`src/rtl/serial_magnitude_comparator.sv`:
```
// Multi-cycle unsigned magnitude comparator that time-shares one 4-bit
// eq/gt/sm slice across the operand nibbles, most significant nibble first.
module serial_magnitude_comparator #(
  parameter int WIDTH      = 16,
  parameter int EARLY_EXIT = 1,
  parameter int NIB        = WIDTH / 4,
  parameter int CW         = $clog2(NIB + 1)
) (
  input  logic             clk,
  input  logic             rst_n,
  input  logic             start,
  input  logic [WIDTH-1:0] a,
  input  logic [WIDTH-1:0] b,
  output logic             busy,
  output logic             done,
  output logic             eq,
  output logic             gt,
  output logic             sm,
  output logic [CW-1:0]    nib_cnt
);

  localparam int IW = (NIB > 1) ? $clog2(NIB) : 1;

  typedef enum logic [1:0] {IDLE, RUN, DONE} state_t;

  state_t           state, state_n;
  logic [IW-1:0]    idx, idx_n;
  logic [WIDTH-1:0] a_reg, a_n, b_reg, b_n;
  logic             busy_n, done_n, eq_n, gt_n, sm_n;
  logic [CW-1:0]    nib_cnt_n;

  logic [3:0] a_nib, b_nib;
  logic       slice_gt, slice_sm, finish;

  // The shared 4-bit slice, looking at the nibble pair selected by idx.
  assign a_nib    = a_reg[4*idx +: 4];
  assign b_nib    = b_reg[4*idx +: 4];
  assign slice_gt = (a_nib > b_nib);
  assign slice_sm = (a_nib < b_nib);

  always_ff @(posedge clk or negedge rst_n) begin
    if (!rst_n) begin
      state   <= IDLE;
      idx     <= '0;
      a_reg   <= '0;
      b_reg   <= '0;
      busy    <= 1'b0;
      done    <= 1'b0;
      eq      <= 1'b0;
      gt      <= 1'b0;
      sm      <= 1'b0;
      nib_cnt <= '0;
    end else begin
      state   <= state_n;
      idx     <= idx_n;
      a_reg   <= a_n;
      b_reg   <= b_n;
      busy    <= busy_n;
      done    <= done_n;
      eq      <= eq_n;
      gt      <= gt_n;
      sm      <= sm_n;
      nib_cnt <= nib_cnt_n;
    end
  end

  always_comb begin
    state_n   = state;
    idx_n     = idx;
    a_n       = a_reg;
    b_n       = b_reg;
    busy_n    = busy;
    done_n    = 1'b0;
    eq_n      = eq;
    gt_n      = gt;
    sm_n      = sm;
    nib_cnt_n = nib_cnt;
    finish    = 1'b0;

    case (state)
      IDLE, DONE: begin
        busy_n  = 1'b0;
        state_n = IDLE;
        if (start) begin
          a_n       = a;
          b_n       = b;
          idx_n     = IW'(NIB - 1);
          state_n   = RUN;
          busy_n    = 1'b1;
          eq_n      = 1'b0;
          gt_n      = 1'b0;
          sm_n      = 1'b0;
          nib_cnt_n = '0;
        end
      end

      RUN: begin
        nib_cnt_n = nib_cnt + CW'(1);
        // gt/sm double as the latched decision; once set, lower nibbles never override it.
        if (!(gt || sm) && (slice_gt || slice_sm)) begin
          gt_n = slice_gt;
          sm_n = slice_sm;
          if (EARLY_EXIT != 0) finish = 1'b1;
        end
        if (idx == '0) finish = 1'b1;

        if (finish) begin
          state_n = DONE;
          busy_n  = 1'b0;
          done_n  = 1'b1;
          eq_n    = !(gt_n || sm_n);
        end else begin
          idx_n = idx - IW'(1);
        end
      end

      default: begin
        state_n = IDLE;
        busy_n  = 1'b0;
      end
    endcase
  end

endmodule

```
`config.mk`:
```
export PLATFORM = sky130hd
export DESIGN_NAME = serial_magnitude_comparator
export DESIGN_NICKNAME = d
export VERILOG_FILES = /design/src/rtl/serial_magnitude_comparator.sv
export SDC_FILE = /design/constraint.sdc
export NUM_CORES = 1
export LEC_CHECK = 0
export ABC_AREA = 1
export BUFFER_PORTS_ARGS = -buffer_cell sky130_fd_sc_hd__buf_2
export CAP_MARGIN = 20
export CORE_ASPECT_RATIO = 2
export CORE_MARGIN = 8
export CORE_UTILIZATION = 60
export CTS_BUF_LIST = sky130_fd_sc_hd__clkbuf_2
export CTS_CLUSTER_SIZE = 12
export DETAILED_ROUTE_END_ITERATION = 12
export PLACE_DENSITY_LB_ADDON = 0.2
export SLEW_MARGIN = 5
export SYNTH_ARGS = -nofsm -noshare
export SYNTH_HDL_FRONTEND = slang
export SYNTH_SLANG_ARGS = --single-unit
export TNS_END_PERCENT = 5
```
`constraint.sdc`:
```
create_clock -name clk -period 4.64 [get_ports clk]
set_clock_uncertainty 0.05 [all_clocks]
set_input_delay 1.392 -clock clk [delete_from_list [all_inputs] [get_ports clk]]
set_output_delay 1.392 -clock clk [all_outputs]
set_load 0.01 [all_outputs]
```
==> qor.yml <==
final_layout:
  syn_to_final_growth_pct: 12.1
  insertedDiodeCount: 0
  fillers: 298
  layout-drive-gt1-share_pct: 20.7
  nNetsFinal: 339
  design_area_um2: 2350
clock_tree:
  numCtsBuffers: 5
  cts_resized: 0
  cts.sinks: 44
  tritoncts: "done"
  post_cts_buffers: 0
  clk_latency_ps: 420
  ctsHtreeMaxLevel: 2
  cts_max_path_buffers: 2
  clkTransAtPathRegs_ps: 230
  cts_hold_buf: 0
  root_buffer: "clkbuf_2"
yosys:
  synth_area_leaders: "dfrtp_1 (53%), nand2_1 (22%), ha_1 (3.6%), o21ai_0 (2.1%), inv_1 (2.1%)"
  yosys.area.top_type_share_pct: 52.5
  synth.cell_area_um2: 2100
  yosysSeqAreaShare_pct: 52.5
  synth-edff-count: 0
  async_flop_share_pct: 100
  yosysWarnings: 0
  yosysTopAreaCell: "dfrtp_1"
  avgSynthCellArea_um2: 8.10
  synthFlopType: "dfrtp_1"
  synth_cell_types: 21
  synthCells: 259
  synth-seq-cells: 44
  syn_nets: 300
min_path:
  worstHoldStart: "nib_cnt[2]"
  min_to: "nib_cnt[2]"
  hold_path_class: "flip-flop to flip-flop"
  whs_path_depth: 1
detailed_routing:
  drc: 0
  ant_nets: 0
  num_vias: 1815
  firstDrtPassIters: 4
  drt-total-wl_um: 4550
  wl_per_cell_um: 13.7
  drt_iter0_drc: 39
  via_per_inst: 5.48
grt:
  grt_pass1_wl_um: 7890
  grt_max_degree: 45
  grt_pass1_vias: 1910
  grt_overflow: 0
  grt_usage_pct: 17.4
  antenna_found_initial: 0
status:
  status: "finished, final reports clean"
placement:
  dp_hpwl_um: 3300
  place_area_um2: 2290
  numPortBuffers: 42
  gp_congestion: 0.839
die:
  die_w_um: 57.8
  core_um2: 3380
  dieArea_um2: 5760
  fp.dieH_um: 99.6
  boundaryPins: 43
  rows: 30
  start_util_pct: 62.1
power_and_ir_drop:
  ir_drop_v: 0.000419
  powerDensity_nw_per_um2: 732
  cellLeakagePower_nw: 1.33
critical_path:
  r2r_cells: 12
  r2r-start: "idx[0]"
  cp-startpoint: "idx[0]"
  crit_path_end_kind: "flip-flop"
  worstPathArrival_ps: 2830
  critPathLaunchType: "flip-flop"
  path_class: "flip-flop to flip-flop"
  r2r_slack_ps: 2110
  required_ps: 4940
  worstReg2RegEnd: "idx[0]"
  crit_path_max_fanout: 18
timing:
  max_slew.worst_pin.slew_ps: 944
  setup_viol: 0
  drv_slew: 0
  clock.fmax_ghz: 0.395
  grt_setup_unrepaired: "false"
  hold_viol_final: 0
  finalCritPeriodShare_pct: 54.6
  relSlewSlack_pct: 37.0
  fin_setup_tns_ps: 0
  post-route-min-period_ps: 2530
flow_run:
  drv_cap: 0
-- cell families after synthesis --
family                   Yosys count  share of synthesized area (%)
AO/OA/AOI/OAI                     28                           7.88
AND/OR/NAND/NOR                  154                           29.9
buffers and inverters             27                           6.15
adder cells (fa/ha/maj)            6                           3.58
flip-flops                        44                           52.5
-- worst max path at each step --
| stage | to | slack (ps) | depth (start not counted) |
|---|---|---|---|
| finish | idx[0] | 2110 | 12 |
| detailed placement | eq | 1760 | 7 |
| global placement | eq | 1770 | 7 |
| global route | idx[1] | 1900 | 12 |
| floorplan | a_reg[0] | 2640 | 5 |
| CTS | idx[0] | 2120 | 12 |
-- final cells by class --
cell class / instances / area (um2) / share of cell area [%]
sequential: 44 / 1100 / 46.8
tap: 32 / 40.0 / 1.70
clock buffer: 5 / 25.0 / 1.06
multi-input combinational: 188 / 867 / 36.9
inverter: 16 / 62.6 / 2.66
timing repair buffer: 43 / 218 / 9.26
clock inverter: 3 / 37.5 / 1.60
-- placed cells by master, fill, tap and decap left out --
master / count
nand2_1: 125
dfrtp_1: 44
buf_2: 42
inv_1: 12
nor2_1: 12
o21ai_0: 9
a21oi_1: 7
nand3_1: 7
ha_1: 6
clkbuf_2: 5
a32o_1: 4
o21ai_1: 4
o22ai_1: 4
inv_2: 3
nor2_2: 3
nand2_2: 3
nor2_4: 2
clkinv_1: 2
nand2_4: 1
inv_4: 1
nand4_1: 1
bufinv_16: 1
buf_4: 1
-- critical path: stages, from the launching register on --
cell	delay [ps]
dfrtp_1	640
inv_2	350
nand2_1	140
a32o_1	240
ha_1	300
nand2_1	110
inv_1	40
nand2_1	80
nand3_1	160
nand2_2	120
nand2_4	70
nand3_1	80
nand2_1	60
-- routing by layer --
layer	part of all wire, %	track usage, %
met1	36	17.3
met2	54	29.9
met3	4.8	4.53
met4	5.5	12.2
met5	0	0
-- synth_stat cells (2+ instances only) --
master / number
inv_2: 3
o21ai_1: 4
inv_1: 12
nand3_1: 7
nor2_2: 3
buf_4: 2
nor2_4: 2
a21oi_1: 7
dfrtp_1: 44
o21ai_0: 9
nand2_1: 125
buf_2: 8
ha_1: 6
nand2_2: 3
o22ai_1: 4
nor2_1: 12
a32o_1: 4
-- per-stage QoR --
step           worst slack [ps]  total power [mW]  util (%)  hold slack [ps]  instances
2_1_floorplan              2640              1.32         -              394        259
3_3_place_gp               1770              1.49      67.7              405        323
3_5_place_dp               1760              1.52      67.7              411        323
4_1_cts                    2120              1.73      69.6              433        331
5_1_grt                    1900              1.89      69.6              461        331
6_report                   2110              1.72      69.6              431        331
-- power breakdown --
part           internal [mW]  switching [mW]  total [mW]
Clock                 0.0879           0.119       0.207
Combinational          0.312           0.512       0.824
Sequential             0.559           0.130       0.690
Power figures use the tool's default switching activity.
